[src/rtl/atmos_light_est.sv]
// Atmospheric-light estimator for the dehaze front end.
// During each frame it keeps a sorted list of the TOP_K pixels whose dark
// channel, min(r,g,b), is brightest. When a frame ends, it averages those
// pixels per colour and folds the average into A_* through an IIR step.
//
// state  | meaning
// -------+-------------------------------------------------------------
// ACCUM  | idle; the live list collects pixels; waiting for a vsync rise
// SUM    | walk the shadow list, one entry per cycle, into accumulators
// DIV    | average = sum >> LOG2_K; an empty frame returns to ACCUM
// UPDATE | load or smooth A_*, pulse valid_out
module atmos_light_est #(
  parameter int DATA_WIDTH  = 8,
  parameter int TOP_K       = 8,
  parameter int ALPHA_SHIFT = 2
) (
  input  logic                  clk,
  input  logic                  rst,
  input  logic                  vsync,
  input  logic                  valid_in,
  input  logic [DATA_WIDTH-1:0] r_in,
  input  logic [DATA_WIDTH-1:0] g_in,
  input  logic [DATA_WIDTH-1:0] b_in,
  output logic [DATA_WIDTH-1:0] A_r,
  output logic [DATA_WIDTH-1:0] A_g,
  output logic [DATA_WIDTH-1:0] A_b,
  output logic                  valid_out,
  output logic                  busy
);

  localparam int LOG2_K = $clog2(TOP_K);
  localparam int SUM_W  = DATA_WIDTH + LOG2_K;
  localparam int CNT_W  = LOG2_K + 1;
  localparam int IDX_W  = (LOG2_K > 0) ? LOG2_K : 1;
  localparam logic [IDX_W-1:0] IDX_LAST = IDX_W'(TOP_K - 1);

  localparam logic [1:0] S_ACCUM  = 2'd0;
  localparam logic [1:0] S_SUM    = 2'd1;
  localparam logic [1:0] S_DIV    = 2'd2;
  localparam logic [1:0] S_UPDATE = 2'd3;

  // live top-K list, sorted descending by dark value
  logic                  live_v_q  [TOP_K];
  logic [DATA_WIDTH-1:0] live_dk_q [TOP_K];
  logic [DATA_WIDTH-1:0] live_r_q  [TOP_K];
  logic [DATA_WIDTH-1:0] live_g_q  [TOP_K];
  logic [DATA_WIDTH-1:0] live_b_q  [TOP_K];
  logic                  live_v_d  [TOP_K];
  logic [DATA_WIDTH-1:0] live_dk_d [TOP_K];
  logic [DATA_WIDTH-1:0] live_r_d  [TOP_K];
  logic [DATA_WIDTH-1:0] live_g_d  [TOP_K];
  logic [DATA_WIDTH-1:0] live_b_d  [TOP_K];

  // frozen copy of the list taken at frame end
  logic                  sh_v_q [TOP_K];
  logic [DATA_WIDTH-1:0] sh_r_q [TOP_K];
  logic [DATA_WIDTH-1:0] sh_g_q [TOP_K];
  logic [DATA_WIDTH-1:0] sh_b_q [TOP_K];

  logic                  base_v [TOP_K];
  logic                  gt     [TOP_K];
  logic [DATA_WIDTH-1:0] px_dark;

  logic                  vsync_q;
  logic                  snap;

  logic [1:0]            state_q, state_d;
  logic [IDX_W-1:0]      idx_q, idx_d;
  logic [SUM_W-1:0]      sum_r_q, sum_g_q, sum_b_q;
  logic [SUM_W-1:0]      sum_r_d, sum_g_d, sum_b_d;
  logic [CNT_W-1:0]      cnt_q, cnt_d;
  logic [DATA_WIDTH-1:0] avg_r_q, avg_g_q, avg_b_q;
  logic [DATA_WIDTH-1:0] avg_r_d, avg_g_d, avg_b_d;
  logic [DATA_WIDTH-1:0] a_r_q, a_g_q, a_b_q;
  logic [DATA_WIDTH-1:0] a_r_d, a_g_d, a_b_d;
  logic                  first_q, first_d;
  logic                  valid_out_q, valid_out_d;

  // A += (avg - A) >>> ALPHA_SHIFT; the true result always lies between A
  // and avg, so modular DATA_WIDTH arithmetic gives the exact value.
  function automatic logic [DATA_WIDTH-1:0] iir_step(
    input logic [DATA_WIDTH-1:0] a_cur,
    input logic [DATA_WIDTH-1:0] avg
  );
    logic signed [DATA_WIDTH:0] diff;
    logic signed [DATA_WIDTH:0] step;
    diff = $signed({1'b0, avg}) - $signed({1'b0, a_cur});
    step = diff >>> ALPHA_SHIFT;
    return a_cur + step[DATA_WIDTH-1:0];
  endfunction

  // A frame ends only on a vsync rise seen while idle; later rises merge frames.
  assign snap = vsync & ~vsync_q & (state_q == S_ACCUM);

  // Dark channel of the incoming pixel
  always_comb begin
    px_dark = r_in;
    if (g_in < px_dark) px_dark = g_in;
    if (b_in < px_dark) px_dark = b_in;
  end

  // Sorted insertion; on the snapshot cycle the new pixel lands in an empty list.
  // gt[] is monotonic (false..true) because the list is sorted with invalids last.
  always_comb begin
    for (int i = 0; i < TOP_K; i++) begin
      base_v[i]    = live_v_q[i] & ~snap;
      gt[i]        = valid_in & (~base_v[i] | (px_dark > live_dk_q[i]));
      live_v_d[i]  = base_v[i];
      live_dk_d[i] = live_dk_q[i];
      live_r_d[i]  = live_r_q[i];
      live_g_d[i]  = live_g_q[i];
      live_b_d[i]  = live_b_q[i];
    end
    if (gt[0]) begin
      live_v_d[0]  = 1'b1;
      live_dk_d[0] = px_dark;
      live_r_d[0]  = r_in;
      live_g_d[0]  = g_in;
      live_b_d[0]  = b_in;
    end
    for (int i = 1; i < TOP_K; i++) begin
      if (gt[i]) begin
        if (!gt[i-1]) begin
          live_v_d[i]  = 1'b1;
          live_dk_d[i] = px_dark;
          live_r_d[i]  = r_in;
          live_g_d[i]  = g_in;
          live_b_d[i]  = b_in;
        end else begin
          live_v_d[i]  = base_v[i-1];
          live_dk_d[i] = live_dk_q[i-1];
          live_r_d[i]  = live_r_q[i-1];
          live_g_d[i]  = live_g_q[i-1];
          live_b_d[i]  = live_b_q[i-1];
        end
      end
    end
  end

  // Live list registers
  always_ff @(posedge clk) begin
    if (rst) begin
      for (int i = 0; i < TOP_K; i++) begin
        live_v_q[i]  <= 1'b0;
        live_dk_q[i] <= '0;
        live_r_q[i]  <= '0;
        live_g_q[i]  <= '0;
        live_b_q[i]  <= '0;
      end
    end else begin
      for (int i = 0; i < TOP_K; i++) begin
        live_v_q[i]  <= live_v_d[i];
        live_dk_q[i] <= live_dk_d[i];
        live_r_q[i]  <= live_r_d[i];
        live_g_q[i]  <= live_g_d[i];
        live_b_q[i]  <= live_b_d[i];
      end
    end
  end

  // Shadow list: captures the finished frame before the live list is cleared
  always_ff @(posedge clk) begin
    if (rst) begin
      for (int i = 0; i < TOP_K; i++) begin
        sh_v_q[i] <= 1'b0;
        sh_r_q[i] <= '0;
        sh_g_q[i] <= '0;
        sh_b_q[i] <= '0;
      end
    end else if (snap) begin
      for (int i = 0; i < TOP_K; i++) begin
        sh_v_q[i] <= live_v_q[i];
        sh_r_q[i] <= live_r_q[i];
        sh_g_q[i] <= live_g_q[i];
        sh_b_q[i] <= live_b_q[i];
      end
    end
  end

  // Frame-end sequencer: sum, divide, update
  always_comb begin
    state_d     = state_q;
    idx_d       = idx_q;
    sum_r_d     = sum_r_q;
    sum_g_d     = sum_g_q;
    sum_b_d     = sum_b_q;
    cnt_d       = cnt_q;
    avg_r_d     = avg_r_q;
    avg_g_d     = avg_g_q;
    avg_b_d     = avg_b_q;
    a_r_d       = a_r_q;
    a_g_d       = a_g_q;
    a_b_d       = a_b_q;
    first_d     = first_q;
    valid_out_d = 1'b0;
    case (state_q)
      S_ACCUM: begin
        if (snap) begin
          state_d = S_SUM;
          idx_d   = '0;
          sum_r_d = '0;
          sum_g_d = '0;
          sum_b_d = '0;
          cnt_d   = '0;
        end
      end
      S_SUM: begin
        if (sh_v_q[idx_q]) begin
          sum_r_d = sum_r_q + SUM_W'(sh_r_q[idx_q]);
          sum_g_d = sum_g_q + SUM_W'(sh_g_q[idx_q]);
          sum_b_d = sum_b_q + SUM_W'(sh_b_q[idx_q]);
          cnt_d   = cnt_q + CNT_W'(1);
        end
        if (idx_q == IDX_LAST) begin
          state_d = S_DIV;
        end else begin
          idx_d = idx_q + IDX_W'(1);
        end
      end
      S_DIV: begin
        // invalid slots count as zero, so partial frames come out low
        avg_r_d = DATA_WIDTH'(sum_r_q >> LOG2_K);
        avg_g_d = DATA_WIDTH'(sum_g_q >> LOG2_K);
        avg_b_d = DATA_WIDTH'(sum_b_q >> LOG2_K);
        state_d = (cnt_q == '0) ? S_ACCUM : S_UPDATE;
      end
      default: begin
        if (first_q) begin
          a_r_d = avg_r_q;
          a_g_d = avg_g_q;
          a_b_d = avg_b_q;
        end else begin
          a_r_d = iir_step(a_r_q, avg_r_q);
          a_g_d = iir_step(a_g_q, avg_g_q);
          a_b_d = iir_step(a_b_q, avg_b_q);
        end
        first_d     = 1'b0;
        valid_out_d = 1'b1;
        state_d     = S_ACCUM;
      end
    endcase
  end

  // Sequencer and output registers
  always_ff @(posedge clk) begin
    if (rst) begin
      vsync_q     <= 1'b0;
      state_q     <= S_ACCUM;
      idx_q       <= '0;
      sum_r_q     <= '0;
      sum_g_q     <= '0;
      sum_b_q     <= '0;
      cnt_q       <= '0;
      avg_r_q     <= '0;
      avg_g_q     <= '0;
      avg_b_q     <= '0;
      a_r_q       <= '0;
      a_g_q       <= '0;
      a_b_q       <= '0;
      first_q     <= 1'b1;
      valid_out_q <= 1'b0;
    end else begin
      vsync_q     <= vsync;
      state_q     <= state_d;
      idx_q       <= idx_d;
      sum_r_q     <= sum_r_d;
      sum_g_q     <= sum_g_d;
      sum_b_q     <= sum_b_d;
      cnt_q       <= cnt_d;
      avg_r_q     <= avg_r_d;
      avg_g_q     <= avg_g_d;
      avg_b_q     <= avg_b_d;
      a_r_q       <= a_r_d;
      a_g_q       <= a_g_d;
      a_b_q       <= a_b_d;
      first_q     <= first_d;
      valid_out_q <= valid_out_d;
    end
  end

  assign A_r       = a_r_q;
  assign A_g       = a_g_q;
  assign A_b       = a_b_q;
  assign valid_out = valid_out_q;
  assign busy      = (state_q == S_SUM) || (state_q == S_DIV);

endmodule

[config.mk]
export PLATFORM = sky130hd
export DESIGN_NAME = atmos_light_est
export DESIGN_NICKNAME = d
export VERILOG_FILES = /design/src/rtl/atmos_light_est.sv
export SDC_FILE = /design/constraint.sdc
export NUM_CORES = 1
export LEC_CHECK = 0
export BUFFER_PORTS_ARGS = -buffer_cell sky130_fd_sc_hd__buf_2
export CAP_MARGIN = 25
export CORE_MARGIN = 2
export CORE_UTILIZATION = 35
export DETAILED_ROUTE_END_ITERATION = 6
export GPL_TIMING_DRIVEN = 0
export SYNTH_ARGS = -nofsm -noshare
export SYNTH_HDL_FRONTEND = slang
export SYNTH_SLANG_ARGS = --single-unit
export TNS_END_PERCENT = 1
[constraint.sdc]
create_clock -name clk -period 14.97 [get_ports clk]
set_clock_uncertainty 0.15 [all_clocks]
set_input_delay 2.994 -clock clk [delete_from_list [all_inputs] [get_ports clk]]
set_output_delay 2.994 -clock clk [all_outputs]
set_load 0.03 [all_outputs]
==> reports/qor.csv <==
stage,metric,value,unit
power_and_ir_drop,switching share of power,31.5,%
global_routing,total track usage,20.8,%
worst_setup_path,CP Capture Type,flip-flop,
worst_setup_path,Worst setup SP type,primary input,
route,vias per cell,5.33,
power_and_ir_drop,Reg power frac,42.3,%
worst_setup_path,worst reg2reg startpoint,state_q[0],
min_path,HP Start,live_dk_q[0][17],
clock_tree,post-CTS setup buffers,0,
clock_tree,clock buffer count from CTS,60,
placed_design,Final GP Congestion,0.877,
placed_design,HPWL after DPL,65500,um
floorplan,DIE AREA,0.0834,mm2
global_routing,number of antenna violations at the first check in global routing,3,
timing,Fmax,89.3,MHz
clock_tree,CTS Buffer Depth,3,
route,Via Count,21690,
min_path,worst hold-check path type,flip-flop to flip-flop,
layout,ant diodes,0,
floorplan,# IOs,54,
timing,"Hold Vio Cnt, Final",0,
route,Routed WL,87500,um
clock_tree,post_cts resized,0,
timing,Worst-Margin Slew,1.18,ns
synth,distinct cell type count after synthesis,67,
synth,Synth top area share,25.4,%
clock_tree,cts hold-fix bufs,0,
synth,main flop type after synthesis,dfxtp_1,
power_and_ir_drop,VDD IR max,0.0898,mV
layout,design area,0.0320,mm2
synth,Yosys top cell by area,dfxtp_1,
global_routing,vias in the first global route,20845,
floorplan,Core Area,0.0804,mm2
worst_setup_path,WP data arrival,11.51,ns
clock_tree,clk slew on worst S/H paths,0.06,ns
layout,share of layout cells above drive strength 1,8.61,%
power_and_ir_drop,switching power,1.36,mW
route,DR DRC count,0,
floorplan,row count,104,
worst_setup_path,CP max FO,11,
synth,syn_area_per_cell,10.0,um2
clock_tree,Clock Tree Root,clkbuf_16,
synth,"Cell Area, Synth",0.0284,mm2
route,post-DR wirelength/cell,21.5,um
power_and_ir_drop,Pwr Density,135,mW/mm2
timing,RSZ-0062 raised after global routing,false,
floorplan,Die H,289,um
clock_tree,clk sink count,560,
synth,"FFs w/ async S/R, synth",0,%
route,Routed Antenna Nets,0,
clock_tree,worst skew pair latency,0.65,ns
timing,Max-slew headroom,21.4,%
worst_setup_path,required time worst endpoint,15.28,ns
clock_tree,H-tree depth,2,
synth,Yosys reg bits,560,
timing,max-slew violations,0,
timing,final worst path period share,74.8,%
floorplan,die outline width,289,um
clock_tree,CTS tree,yes,
power_and_ir_drop,internal power,2.96,mW
worst_setup_path,Crit-path slowest cell,buf_1,
run_status,status,"finished, final reports clean",
layout,Nets,3144,
flow_run,Max-Cap Viols,0,
worst_setup_path,crit path from,r_in[7],
layout,Synth-to-Final Area Change,12.8,%
placed_design,Post-DP Area,0.0301,mm2
route,Initial DRC Count,1992,
floorplan,Initial Util,35.3,%
global_routing,Congestion Overflow GR,0,
synth,net count after synthesis,3023,
synth,Post-Syn Instances,2837,
global_routing,largest net degree at the start of global routing,129,
placed_design,number of port buffers,50,
layout,Util after Layout,39.8,%
worst_setup_path,Crit Path Category,primary input to flip-flop,
timing,# setup viols final,0,
worst_setup_path,"Largest stage delay, worst path",0.78,ns
power_and_ir_drop,Leak,12.2,nW
timing,Tmin final,11.20,ns
global_routing,first-pass GRT wire length,132000,um
synth,Yosys Warn Count,0,
synth,"top cells by area, synth","dfxtp_1 25%, edfxtp_1 21%, ha_1 6.7%",
power_and_ir_drop,Combinational Power Share,23.4,%
route,1st-pass router iterations,5,
synth,register area share after synthesis,46.6,%
power_and_ir_drop,Clock power frac,34.3,%
synth,"EDFF count, synth",200,
timing,setup TNS,0,ns
==> through the flow <==
stage	cells	setup slack (ns)	hold WS [ns]	total power, mW
4_1_cts	4064	3.97	0.308	4.33
3_5_place_dp	3953	3.37	0.299	2.86
6_report	4067	3.77	0.305	4.32
5_1_grt	4067	3.43	0.329	4.51
3_3_place_gp	3947	3.34	0.293	2.86
2_1_floorplan	2837	6.42	0.281	2.54
==> synth_stat cells (8+ instances only) <==
master	number
a311oi_1	11
a211oi_1	164
inv_1	116
o22ai_1	32
nand2b_1	25
o211ai_1	10
nor2b_1	57
mux2_2	24
clkbuf_1	162
edfxtp_1	200
o21bai_1	16
nor2_1	301
inv_2	9
mux2i_1	178
o21ai_1	28
dfxtp_1	360
nand2_1	233
a21o_1	22
o221ai_1	24
o21ai_0	40
xnor2_1	36
buf_2	10
and2_1	154
nor3_1	18
nand3b_1	18
o21a_1	8
buf_1	22
ha_1	152
nand3_1	51
a21oi_1	169
mux4_2	50
xor2_1	23
a22oi_1	8
==> metal layers <==
metal / share of wire, % / track usage (%) / vias to the layer above
li1: - / - / 10418
met1: 46 / 28.6 / 10488
met3: 5.8 / 2.76 / 143
met2: 46 / 34.4 / 641
met5: 0 / 0 / -
met4: 2.5 / 5.70 / 0
==> sequential cells by signal, indices dropped and copies added, names as in the netlist, 11 cells and up, named ones only <==
signal,flops
live_b_q,64
live_dk_q,64
live_g_q,64
live_r_q,64
sh_b_q,64
sh_g_q,64
sh_r_q,64
sum_b_q,11
sum_g_q,11
sum_r_q,11
==> path summary, 6_finish.rpt <==
check,end,slack [ns],cells after the start
setup reg to reg,live_g_q[1][2],10.05,10
hold / removal,live_dk_q[0][17],0.31,2
hold reg to reg,live_dk_q[0][17],0.31,2
setup / recovery,live_g_q[6][2],3.77,25
==> logic make-up (layout without fill, tap and decap cells) <==
kind of cell / count (synthesis) / after routing / share of synthesized area (%)
AO/OA/AOI/OAI: 606 / 606 / 14.4
XOR/XNOR: 59 / 59 / 1.82
adder cells (fa/ha/maj): 158 / 158 / 7.13
buffers and inverters: 321 / 491 / 4.33
flip-flops: 560 / 560 / 46.6
multiplexers: 252 / 252 / 11.2
AND/OR/NAND/NOR: 881 / 881 / 14.5
==> cells in the final DEF (no fill, tap or decap), types with 11 or more instances in the layout <==
cell and count:
nor3_1 18, xor2_1 23, nand2_1 233, mux2_2 24, inv_1 115, clkinv_1 12
nand2b_1 25, clkbuf_1 178, nand3b_1 18, a211oi_1 164, clkbuf_16 61, o22ai_1 32
dfxtp_1 360, nor2b_1 57, edfxtp_1 200, o221ai_1 24, a21o_1 22, o21ai_0 40
nor2_1 301, mux2i_1 178, ha_1 152, mux4_2 50, buf_1 22, nand3_1 51
o21bai_1 16, and2_1 154, o21ai_1 28, xnor2_1 36, buf_2 62, a21oi_1 169
a311oi_1 11
==> power groups by stage <==
| stage | clock, mW | combinational, mW | sequential, mW |
|---|---|---|---|
| after floorplan | 0 | 0.690 | 1.85 |
| after global routing | 1.56 | 1.11 | 1.84 |
| final | 1.48 | 1.01 | 1.83 |
| after global placement | 0 | 0.982 | 1.88 |
| after detailed placement | 0 | 1.00 | 1.86 |
| after CTS | 1.50 | 1.01 | 1.83 |
==> worst max-delay path, delay by kind of cell <==
family	cells	cell delay [ns]
buf+inv	8	3.62
compound gates	8	2.09
simple gates	5	1.59
fa+ha+maj	3	1.00
mux	1	0.17
==> final cells by class <==
| class | instances | area [um2] |
|---|---|---|
| fill | 7990 | 48400 |
| multi-input combinational | 1956 | 13900 |
| sequential | 560 | 13200 |
| clock buffer | 81 | 1640 |
| tap | 1060 | 1330 |
| buffer | 196 | 759 |
| inverter | 125 | 477 |
| timing repair buffer | 59 | 370 |
| clock inverter | 30 | 274 |
No activity file was read; power rests on OpenSTA's default activity.
